<file path="config.mk">
export PLATFORM = sky130hd
export DESIGN_NAME = spi_master_mc
export DESIGN_NICKNAME = d
export VERILOG_FILES = /design/src/rtl/spi_master_mc.sv
export SDC_FILE = /design/constraint.sdc
export NUM_CORES = 1
export LEC_CHECK = 0
export CORE_MARGIN = 4
export CORE_UTILIZATION = 54
export DETAILED_ROUTE_END_ITERATION = 12
export PLACE_DENSITY = 0.75
export SLEW_MARGIN = 15
export SYNTH_ARGS = -nofsm -noshare
export SYNTH_HDL_FRONTEND = slang
export SYNTH_SLANG_ARGS = --single-unit
</file>
<file path="constraint.sdc">
create_clock -name clk -period 2.25 [get_ports clk]
set_input_delay 0.3375 -clock clk [delete_from_list [all_inputs] [get_ports clk]]
set_output_delay 0.3375 -clock clk [all_outputs]
set_load 0.02 [all_outputs]
</file>
<file path="src/rtl/spi_master_mc.sv">
// spi_master_mc: multi-mode SPI master (CPOL/CPHA/bit order at runtime, one-hot active-low chip selects); define SPI_MASTER_LOOPBACK_EN to add a loopback input that feeds mosi to the receiver
module spi_master_mc #(
  parameter int DATA_W = 8,
  parameter int HALF_DIV = 2,
  parameter int NUM_CS = 4,
  parameter int CS_W = (NUM_CS > 1) ? $clog2(NUM_CS) : 1
) (
  input  logic              clk,
  input  logic              rst,
  input  logic              start,
  input  logic [CS_W-1:0]   cs_sel,
  input  logic              cpol,
  input  logic              cpha,
  input  logic              lsb_first,
  input  logic [DATA_W-1:0] data_in,
  input  logic              miso,
`ifdef SPI_MASTER_LOOPBACK_EN
  input  logic              loopback,
`endif
  output logic              mosi,
  output logic              sck,
  output logic [NUM_CS-1:0] cs_n,
  output logic              busy,
  output logic [DATA_W-1:0] data_out,
  output logic              new_data
);
  localparam int HW = $clog2(HALF_DIV + 1);
  localparam int EW = $clog2(2 * DATA_W);
  localparam int SW = CS_W + 1;
  localparam logic [HW-1:0] H_LAST = HW'(HALF_DIV - 1);
  localparam logic [EW-1:0] E_LAST = EW'(2 * DATA_W - 1);
  localparam logic [SW-1:0] CS_LIM = SW'(NUM_CS);
  typedef enum logic [1:0] {IDLE, SETUP, TRANSFER, HOLD} state_t;
  state_t state;
  logic [HW-1:0] hcnt;
  logic [EW-1:0] ecnt;
  logic [DATA_W-1:0] tx, rx, tx_next;
  logic cpha_r, lsb_r, rx_bit, tx_bit, h_end, lead;
  // receive source, next transmit bit, half-period end and edge polarity
  always_comb begin
`ifdef SPI_MASTER_LOOPBACK_EN
    rx_bit = loopback ? mosi : miso;
`else
    rx_bit = miso;
`endif
    tx_bit = lsb_r ? tx[0] : tx[DATA_W-1];
    tx_next = lsb_r ? tx >> 1 : tx << 1;
    h_end = hcnt == H_LAST;
    lead = !ecnt[0];
  end
  // transfer sequencer with registered SPI pins and handshake outputs
  always_ff @(posedge clk) begin
    if (rst) begin
      state <= IDLE;
      hcnt <= '0;
      ecnt <= '0;
      tx <= '0;
      rx <= '0;
      cpha_r <= 1'b0;
      lsb_r <= 1'b0;
      sck <= 1'b0;
      mosi <= 1'b0;
      cs_n <= '1;
      busy <= 1'b0;
      data_out <= '0;
      new_data <= 1'b0;
    end else begin
      new_data <= 1'b0;
      hcnt <= (state == IDLE || h_end) ? '0 : hcnt + 1'b1;
      case (state)
        IDLE: if (start) begin
          state <= SETUP;
          busy <= 1'b1;
          cpha_r <= cpha;
          lsb_r <= lsb_first;
          sck <= cpol;
          ecnt <= '0;
          cs_n <= ({1'b0, cs_sel} < CS_LIM) ? ~(NUM_CS'(1) << cs_sel) : '1;
          mosi <= cpha ? mosi : (lsb_first ? data_in[0] : data_in[DATA_W-1]);
          tx <= cpha ? data_in : (lsb_first ? data_in >> 1 : data_in << 1);
        end
        SETUP: if (h_end) state <= TRANSFER;
        TRANSFER: if (h_end) begin
          sck <= ~sck;
          ecnt <= ecnt + 1'b1;
          if (lead == cpha_r && ecnt != E_LAST) begin
            mosi <= tx_bit;
            tx <= tx_next;
          end
          if (lead != cpha_r)
            rx <= lsb_r ? {rx_bit, rx[DATA_W-1:1]} : {rx[DATA_W-2:0], rx_bit};
          if (ecnt == E_LAST) begin
            state <= HOLD;
            ecnt <= '0;
          end
        end
        HOLD: if (h_end) begin
          state <= IDLE;
          busy <= 1'b0;
          cs_n <= '1;
          data_out <= rx;
          new_data <= 1'b1;
        end
        default: state <= IDLE;
      endcase
    end
  end
endmodule
</file>
* Word level (Yosys, flattened, before mapping)
Cells that the tools add are included.
** Word-level totals
- Input bits :: 17
- Output and inout bits :: 16
- Register bits :: 42
** Cells by class
- Equal/unequal tests :: 15
- Mux-type cells :: 35
- Bitwise logic cells :: 3
- Reductions and logical operators :: 16
- $add $sub $neg :: 2
- Shift operators :: 1
** Operators by type and width (count)
- 8-bit two-way mux :: 7
- 4-bit two-way mux :: 5
- 4-bit one-hot mux with 2 select lines :: 2
- 8-bit one-hot mux with 2 select lines :: 1
- 2-bit != test (second input constant) :: 7
- 1-bit two-way mux :: 11
- 2-bit two-way mux :: 5
- 5-bit AND reduction :: 2
- 3-bit AND reduction :: 3
- 2-bit one-hot mux with 4 select lines :: 1
- 1-bit one-hot mux with 2 select lines :: 3
- 4-bit by 1-bit adder with 4-bit output (second input constant) :: 1
- 2-bit by 1-bit == test with 1-bit output (second input constant) :: 2
- 2-bit == test (second input constant) :: 2
- 4-bit == test (second input constant) :: 1
- 4-bit != test (second input constant) :: 1
- 4-bit NOT :: 1
- 2-bit AND reduction :: 2
- 4-bit AND reduction :: 1
- 2-bit nonzero test :: 2
- 2-bit OR reduction :: 2
- 1-bit by 2-bit << shifter with 4-bit output (first input constant) :: 1
- 2-bit by 1-bit adder with 2-bit output (second input constant) :: 1
- 2-bit logical NOT :: 1
- 6 further kinds :: 7

* Longest topological paths before layout
Gate-level depths: netlist of run 1.
- Word-level depth :: 6
- Depth in mapped cells :: 8
- Depth with buffers taken out :: 6

* Worst setup path after synthesis of run 1
OpenSTA, ideal clock, no wires.
- Path type :: register -> register
- From :: reg state[0]
- To :: reg tx[6]
- Data arrival time :: 1.513 ns
- Setup time :: 0.117 ns
- Path slack :: 0.620 ns
- Cell stages (with the launch flop) :: 8
- Buffers on the path :: 1
- Cells stage by stage :: dfxtp_1 > inv_1 > ha_1 > buf_4 > and2b_4 > a31oi_2 > nor3_4 > a32o_1
** Between the ends
- Longest elaborated chain between the ends :: 3
** RTL lines
- from (decl) :: RTL line 34 : state_t state;
- from (signal assigned) :: RTL line 54 : state <= IDLE;
- from (signal assigned) :: RTL line 72 : state <= SETUP;
- from (signal assigned) :: RTL line 82 : SETUP: if (h_end) state <= TRANSFER;
- 2-bit == test / 2-bit logical NOT (equally long branches) :: RTL line 70 : case (state)
- 2-bit != test (no line) / 2-bit nonzero test (equally long branches)
- 4-bit AND reduction (no line)
- to (signal assigned) :: RTL line 80 : tx <= cpha ? data_in : (lsb_first ? data_in >> 1 : data_in << 1);
- to (signal assigned) :: RTL line 88 : tx <= tx_next;
- to (decl) :: RTL line 37 : logic [DATA_W-1:0] tx, rx, tx_next;
Parallel ways exist; a longest one is shown, timed or not.
A chain may end at the register's enable or synchronous reset.

* Worst setup path in the final report of run 1
- From :: reg state[0]
- To :: reg tx[2]
Same word-level chain as after synthesis.

==> results.sh, run 1 <==
export IMPL_cts_htree_levels=2
export IMPL_synth_nets=278
export IMPL_finalNetCount=312
export IMPL_overflow=0
export IMPL_port_buffers=32
export IMPL_busiest_layer="met2"
export IMPL_min_period_ns=1.869
export IMPL_synth_simple_gate_area_share_pct=21.73
export IMPL_dieArea_sq_um=5255
export IMPL_grt_pass1_vias=1743
export IMPL_dr_pass1_iters=4
export IMPL_die_w_um=72.49
export IMPL_hold_worst_slack_ns=0.4556
export IMPL_critical_path_class="flop to flop"
export IMPL_yosys_area_top_type_share_pct=37.44
export IMPL_dr_first_iter_drc_count=117
export IMPL_coreArea_sq_um=4000
export IMPL_pwr_density_cell_nw_per_um2=1049
export IMPL_ys_seq_elements=42
export IMPL_hold_buffers=0
export IMPL_synth_compound_area_share_pct=18.11
export IMPL_use_met3_pct=4.571
export IMPL_status="finished, final reports clean"
export IMPL_io_pins=33
export IMPL_initial_core_util_pct=56.15
export IMPL_antenna_found_initial=0
export IMPL_rows=23
export IMPL_routedWlPerCell_um=13.78
export IMPL_dp_cells=330
export IMPL_numCtsBuffers=5
export IMPL_cts_sinks=42
export IMPL_slew_headroom_pct=68.14
export IMPL_cts_tree="yes"
export IMPL_hold_violations=0
export IMPL_cap_viol_max_count=0
export IMPL_synth_seq_area_share_pct=37.44
export IMPL_muxShareOfSynthArea_pct=13.26
export IMPL_synth_edf_count=0
export IMPL_arrival_ns=2.10
export IMPL_synth_xor_area_share_pct=0.3900
export IMPL_most_common_layout_cells="dfxtp_1 (42), clkdlybuf4s50_1 (32), nand2_1 (27), mux2i_1 (23), a21oi_1 (23)"
export IMPL_fin_skew_ns=0.002239
export IMPL_tightestPinTransition_ns=0.4773
export IMPL_instances_no_fill=338
export IMPL_ys_top_cells_by_area="dfxtp_1 (37%), mux2i_1 (10%), a21oi_1 (5.1%)"
export IMPL_syn_avg_cell_area_sq_um=8.877
export IMPL_layout_drive_gt1_share_pct=9.375
export IMPL_drc=0
export IMPL_cts_buffer_depth=2
export IMPL_maxSlewViolCount=0
export IMPL_wirelength_mm=4.658
export IMPL_grt_max_degree=27
export IMPL_synth_main_ff_cell="dfxtp_1"
export IMPL_cts_repair_resized=0
export IMPL_hpwl_mm=3.416
export IMPL_critPathMaxFanout=8
export IMPL_synthArstFlopShare_pct=0
export IMPL_synth_area_leader_cell="dfxtp_1"
export IMPL_die_h_um=72.49
export IMPL_grt_use_met2_pct=31.04
export IMPL_cts_root_buf="clkbuf_8"
export IMPL_diodes=0
export IMPL_area_growth_pct=21.67
export IMPL_reg2reg_slack_ns=0.38
export IMPL_power_leakage_nw=0.9846
export IMPL_end_kind="flop"
export IMPL_ant_nets=0
export IMPL_vdd_drop_max_uv=610.8
export IMPL_synth_cell_area_sq_um=2246
export IMPL_worstHoldPathCells=2
export IMPL_rsz0062_at_grt="false"
export IMPL_ys_warnings_count=0
export IMPL_post_cts_setup_buffers=0
export IMPL_track_usage_pct=19.27
export IMPL_finalCritPeriodShare_pct=83.08
export IMPL_clk_pin_slew_ns=0.08
export IMPL_mostFrequentLayoutCell="dfxtp_1"
export IMPL_syn_inst=253
export IMPL_via_per_inst=5.663
export IMPL_vias=1914
export IMPL_ys_types=43
export IMPL_synth_fa_ha_area_share_pct=4.457
export IMPL_clock_latency_ns=0.29
export IMPL_clock_fmax_mhz=535.0
export IMPL_crit_path_start_kind="flop"
export IMPL_synth_top_family_by_area="simple AND/OR/NAND/NOR gates"
export IMPL_grt_pass1_wl_mm=8.114
export IMPL_nFillCells=339
export IMPL_worst_r2r_path_depth=7
export IMPL_gp_congestion=0.7706
export IMPL_setup_viol=0
export IMPL_critical_path_required_ns=2.48
export IMPL_grt_util_met1_pct=25.77
export IMPL_final_setup_tns_ns=0
export IMPL_worst_hold_path_type="flop to flop"
path summary, 6_finish.rpt:
| kind | endpoint | startpoint |
|---|---|---|
| worst max register to register | tx[2]$_SDFFE_PP0P_ | state[0]$_SDFFE_PP0P_ |
| worst min register to register | data_out[4]$_SDFFE_PP0P_ | data_out[4]$_SDFFE_PP0P_ |
| worst min-delay path | data_out[4]$_SDFFE_PP0P_ | data_out[4]$_SDFFE_PP0P_ |
| worst max-delay path | tx[2]$_SDFFE_PP0P_ | state[0]$_SDFFE_PP0P_ |
routing by layer:
metal  vias up  routed length [um]
met5         -                   0
met4         0                  56
met3         6                 136
met2        23                2257
met1       913                2208
li1        972                   -
cell type report:
type                            count  area, sq um  area share [%]
Multi-Input combinational cell    190         1301           47.62
Sequential cell                    42        840.8           30.77
Timing Repair Buffer               43        402.9           14.74
Clock buffer                        7        76.32           2.793
Tap cell                           50        62.56           2.289
Clock inverter                      1        30.03           1.099
Inverter                            5        18.77          0.6868
cells by family (layout without fill, tap and decap cells):
logic type	after synthesis	in the layout
XOR/XNOR	1	1
AND/OR/NAND/NOR	95	95
adder cells (fa/ha/maj)	8	8
flip-flops	42	42
AO/OA/AOI/OAI	57	57
multiplexers	29	29
buffers and inverters	21	56
stage by stage:
step                      power (mW)  util (%)  instance area (sq um)  worst slack [ns]
final                          2.867     68.31                   2733            0.3808
after global routing           3.088     68.31                   2733            0.1715
after CTS                      2.887     68.31                   2733            0.3685
after detailed placement       2.300     65.66                   2626            0.2882
after global placement         2.278     65.66                   2626            0.2824
after floorplan                1.973         -                   2246            0.6200
registers in the layout (all words and copies together) (netlist names):
register / cells
state: 2
tx: 8
sck: 1
lsb_r: 1
ecnt: 4
mosi: 1
cs_n: 4
new_data: 1
data_out: 8
hcnt: 2
cpha_r: 1
rx: 8
busy: 1
critical path: stages (launching register included):
cell and delay, ns:
dfxtp_1 0.40, inv_1 0.10, ha_1 0.25, buf_4 0.18
nand2b_1 0.19, nand2_1 0.16, nor3_4 0.32, a32o_1 0.21
synth_stat cells, types with 4 or more instances:
master,n
a211oi_1,7
a21oi_1,23
a32o_1,6
buf_1,4
buf_2,5
dfxtp_1,42
ha_1,8
inv_1,4
mux2_1,6
mux2i_1,23
nand2_1,27
nand2b_1,12
nand3_1,17
nor2_1,16
nor2b_1,6
o21ai_0,4
power by group:
| group | internal (mW) | total (mW) | switching, mW |
|---|---|---|---|
| clock network | 0.332 | 0.579 | 0.247 |
| registers | 0.891 | 1.01 | 0.122 |
| logic | 0.567 | 1.28 | 0.709 |
| total | 1.79 | 2.87 | 1.08 |
No activity file was read; power rests on OpenSTA's default activity.
==> run 2, diff against run 1 <==
CORE_UTILIZATION = 49   (was 54)
PLACE_DENSITY = 0.72   (was 0.75)
clock period = 1.5 ns   (was 2.25 ns; I/O delays follow)
==> run 2 against run 1 <==
  * The run now ends with negative setup slack left
  * Fmax rose by 21%
  * Non-clock buffer count rose by 30
  * Clock skew rose by 0.0054 ns
  * Final cell count rose by 9.5%
  * Global-route usage rose by 0.23 points
  * Clock power rose by 88%
  * Critical path depth fell by 1
  * Sequential share of layout area fell by 4.3 points
  * Register-to-register slack got worse by 0.42 ns
  * First-iteration DRC count fell by 28%
==> results.sh, run 2 (synthesis results as in run 1) <==
export IMPL_cap_viol_max_count=0
export IMPL_hold_violations=0
export IMPL_critPathMaxFanout=6
export IMPL_seqPwrFrac_pct=29.0
export IMPL_clock_latency_ns=0.30
export IMPL_combPwrFrac_pct=50.2
export IMPL_gp_congestion=0.8748
export IMPL_io_pins=33
export IMPL_tightestPinTransition_ns=0.3529
export IMPL_reg_largest_list="data_out: 8 flops, rx: 8 flops, tx: 8 flops"
export IMPL_dp_cells=359
export IMPL_violations="negative setup slack"
export IMPL_antenna_found_initial=0
export IMPL_power_leakage_nw=1.344
export IMPL_max_stage_delay_ns=0.36
export IMPL_cts_sinks=42
export IMPL_p_int_mw=3.336
export IMPL_place_area_sq_um=2861
export IMPL_critical_path_required_ns=1.75
export IMPL_vdd_drop_max_uv=981.2
export IMPL_clkPwrFrac_pct=20.8
export IMPL_end_kind="flop"
export IMPL_mostFrequentLayoutCell="dfxtp_1"
export IMPL_ant_nets=0
export IMPL_hold_worst_slack_ns=0.4580
export IMPL_area_growth_pct=42.67
export IMPL_setup_viol=10
export IMPL_p_switching_mw=1.934
export IMPL_grt_max_degree=19
export IMPL_hpwl_mm=3.818
export IMPL_status="finished with violations"
export IMPL_track_usage_pct=19.50
export IMPL_reg2reg_slack_ns=-0.04
export IMPL_cts_htree_levels=2
export IMPL_overflow=0
export IMPL_finalNetCount=342
export IMPL_routedWlPerCell_um=14.33
export IMPL_whs_endpoint="data_out[4]$_SDFFE_PP0P_"
export IMPL_finalCritPeriodShare_pct=102.8
export IMPL_die_h_um=75.70
export IMPL_numCtsBuffers=5
export IMPL_grt_pass1_wl_mm=8.590
export IMPL_drc=0
export IMPL_design_area_sq_um=3204
export IMPL_worstHoldPathCells=2
export IMPL_pwr_density_cell_nw_per_um2=1644
export IMPL_via_per_inst=5.489
export IMPL_port_buffers=32
export IMPL_dieArea_sq_um=5730
export IMPL_die_w_um=75.70
export IMPL_r2r_end="tx[3]$_SDFFE_PP0P_"
export IMPL_maxSlewViolCount=0
export IMPL_min_from="data_out[4]$_SDFFE_PP0P_"
export IMPL_clock_fmax_mhz=648.8
export IMPL_initial_core_util_pct=51.23
export IMPL_dr_pass1_iters=4
export IMPL_fin_skew_ns=0.007652
export IMPL_critical_path_slowest_cell="dfxtp_2"
export IMPL_wirelength_mm=5.301
export IMPL_grt_pass1_vias=1928
export IMPL_sw_frac_of_total_pct=36.69
export IMPL_rows=24
export IMPL_r2r_start="state[0]$_SDFFE_PP0P_"
export IMPL_cts_buffer_depth=2
export IMPL_min_period_ns=1.541
export IMPL_slew_headroom_pct=76.47
export IMPL_hold_buffers=0
export IMPL_arrival_ns=1.79
export IMPL_total_power_mw=5.270
export IMPL_cts_root_buf="clkbuf_8"
export IMPL_coreArea_sq_um=4384
export IMPL_dr_first_iter_drc_count=84
export IMPL_worst_hold_path_type="flop to flop"
export IMPL_most_common_layout_cells="dfxtp_1 (39), buf_4 (35), nand2_1 (26), mux2i_1 (23), clkdlybuf4s50_1 (22)"
export IMPL_clk_pin_slew_ns=0.09
export IMPL_critical_path_class="flop to flop"
export IMPL_instances_no_fill=370
export IMPL_crit_path_start_kind="flop"
export IMPL_place_ws_ns=-0.2438
export IMPL_diodes=0
export IMPL_crit_chain="inv_2, ha_4, and2b_4, a31oi_4, nor3_4, a32o_1"
export IMPL_cts_tree="yes"
export IMPL_worst_r2r_path_depth=6
export IMPL_setup_slack_ns=-0.04131
export IMPL_vias=2031
export IMPL_rsz0062_at_grt="true"
export IMPL_layout_drive_gt1_share_pct=26.42
run 2: metrics by stage:
step	TNS (ns)	utilization, %
after floorplan	-0.06389	-
after global placement	-2.644	65.27
after CTS	-0.1679	70.86
final	-0.3086	73.09
after global routing	-1.267	73.09
after detailed placement	-3.830	65.27
run 2: worst max path at each step:
stage	start	to	slack (ns)
6_report	state[0]$_SDFFE_PP0P_	tx[3]$_SDFFE_PP0P_	-0.04
5_1_grt	state[0]$_SDFFE_PP0P_	state[0]$_SDFFE_PP0P_	-0.14
4_1_cts	state[0]$_SDFFE_PP0P_	state[0]$_SDFFE_PP0P_	-0.03
3_5_place_dp	lsb_first	tx[3]$_SDFFE_PP0P_	-0.24
3_3_place_gp	lsb_first	tx[4]$_SDFFE_PP0P_	-0.21
2_1_floorplan	state[0]$_SDFFE_PP0P_	tx[6]$_SDFFE_PP0P_	-0.01
run 2: timing repair:
item                       4_1_cts  5_1_grt
pin swaps                        6        6
buffers inserted                 2        1
gates resized for setup         24       24
setup endpoints to repair       28       36
run 2: power groups by stage:
stage	Sequential [mW]	Combinational [mW]	Clock (mW)
2_1_floorplan	1.54	1.49	0
3_3_place_gp	1.53	2.23	0
3_5_place_dp	1.53	2.27	0
4_1_cts	1.53	2.50	1.11
5_1_grt	1.55	2.87	1.15
6_report	1.53	2.65	1.09
run 2: final cells by class:
class | instances | area (sq um)
Clock buffer | 5 | 68.82
Clock inverter | 3 | 68.82
Fill cell | 333 | 1180
Inverter | 5 | 18.77
Multi-Input combinational cell | 190 | 1448
Sequential cell | 42 | 847.1
Tap cell | 52 | 65.06
Timing Repair Buffer | 73 | 688.2
run 2: worst max-delay path, delay by kind of cell (launching register included):
kind	cells	cell delay (ns)
buffers and inverters	1	0.06
AOI/OAI and AO/OA	2	0.27
DFF	1	0.36
adders and majority gates	1	0.18
and+or+nand+nor	2	0.62
run 2: layer usage:
metal | GRT usage, % | routed length, um
met1 | 24.09 | 2363
met2 | 34.04 | 2724
met3 | 3.826 | 166
met4 | 6.214 | 46
met5 | 0 | 0
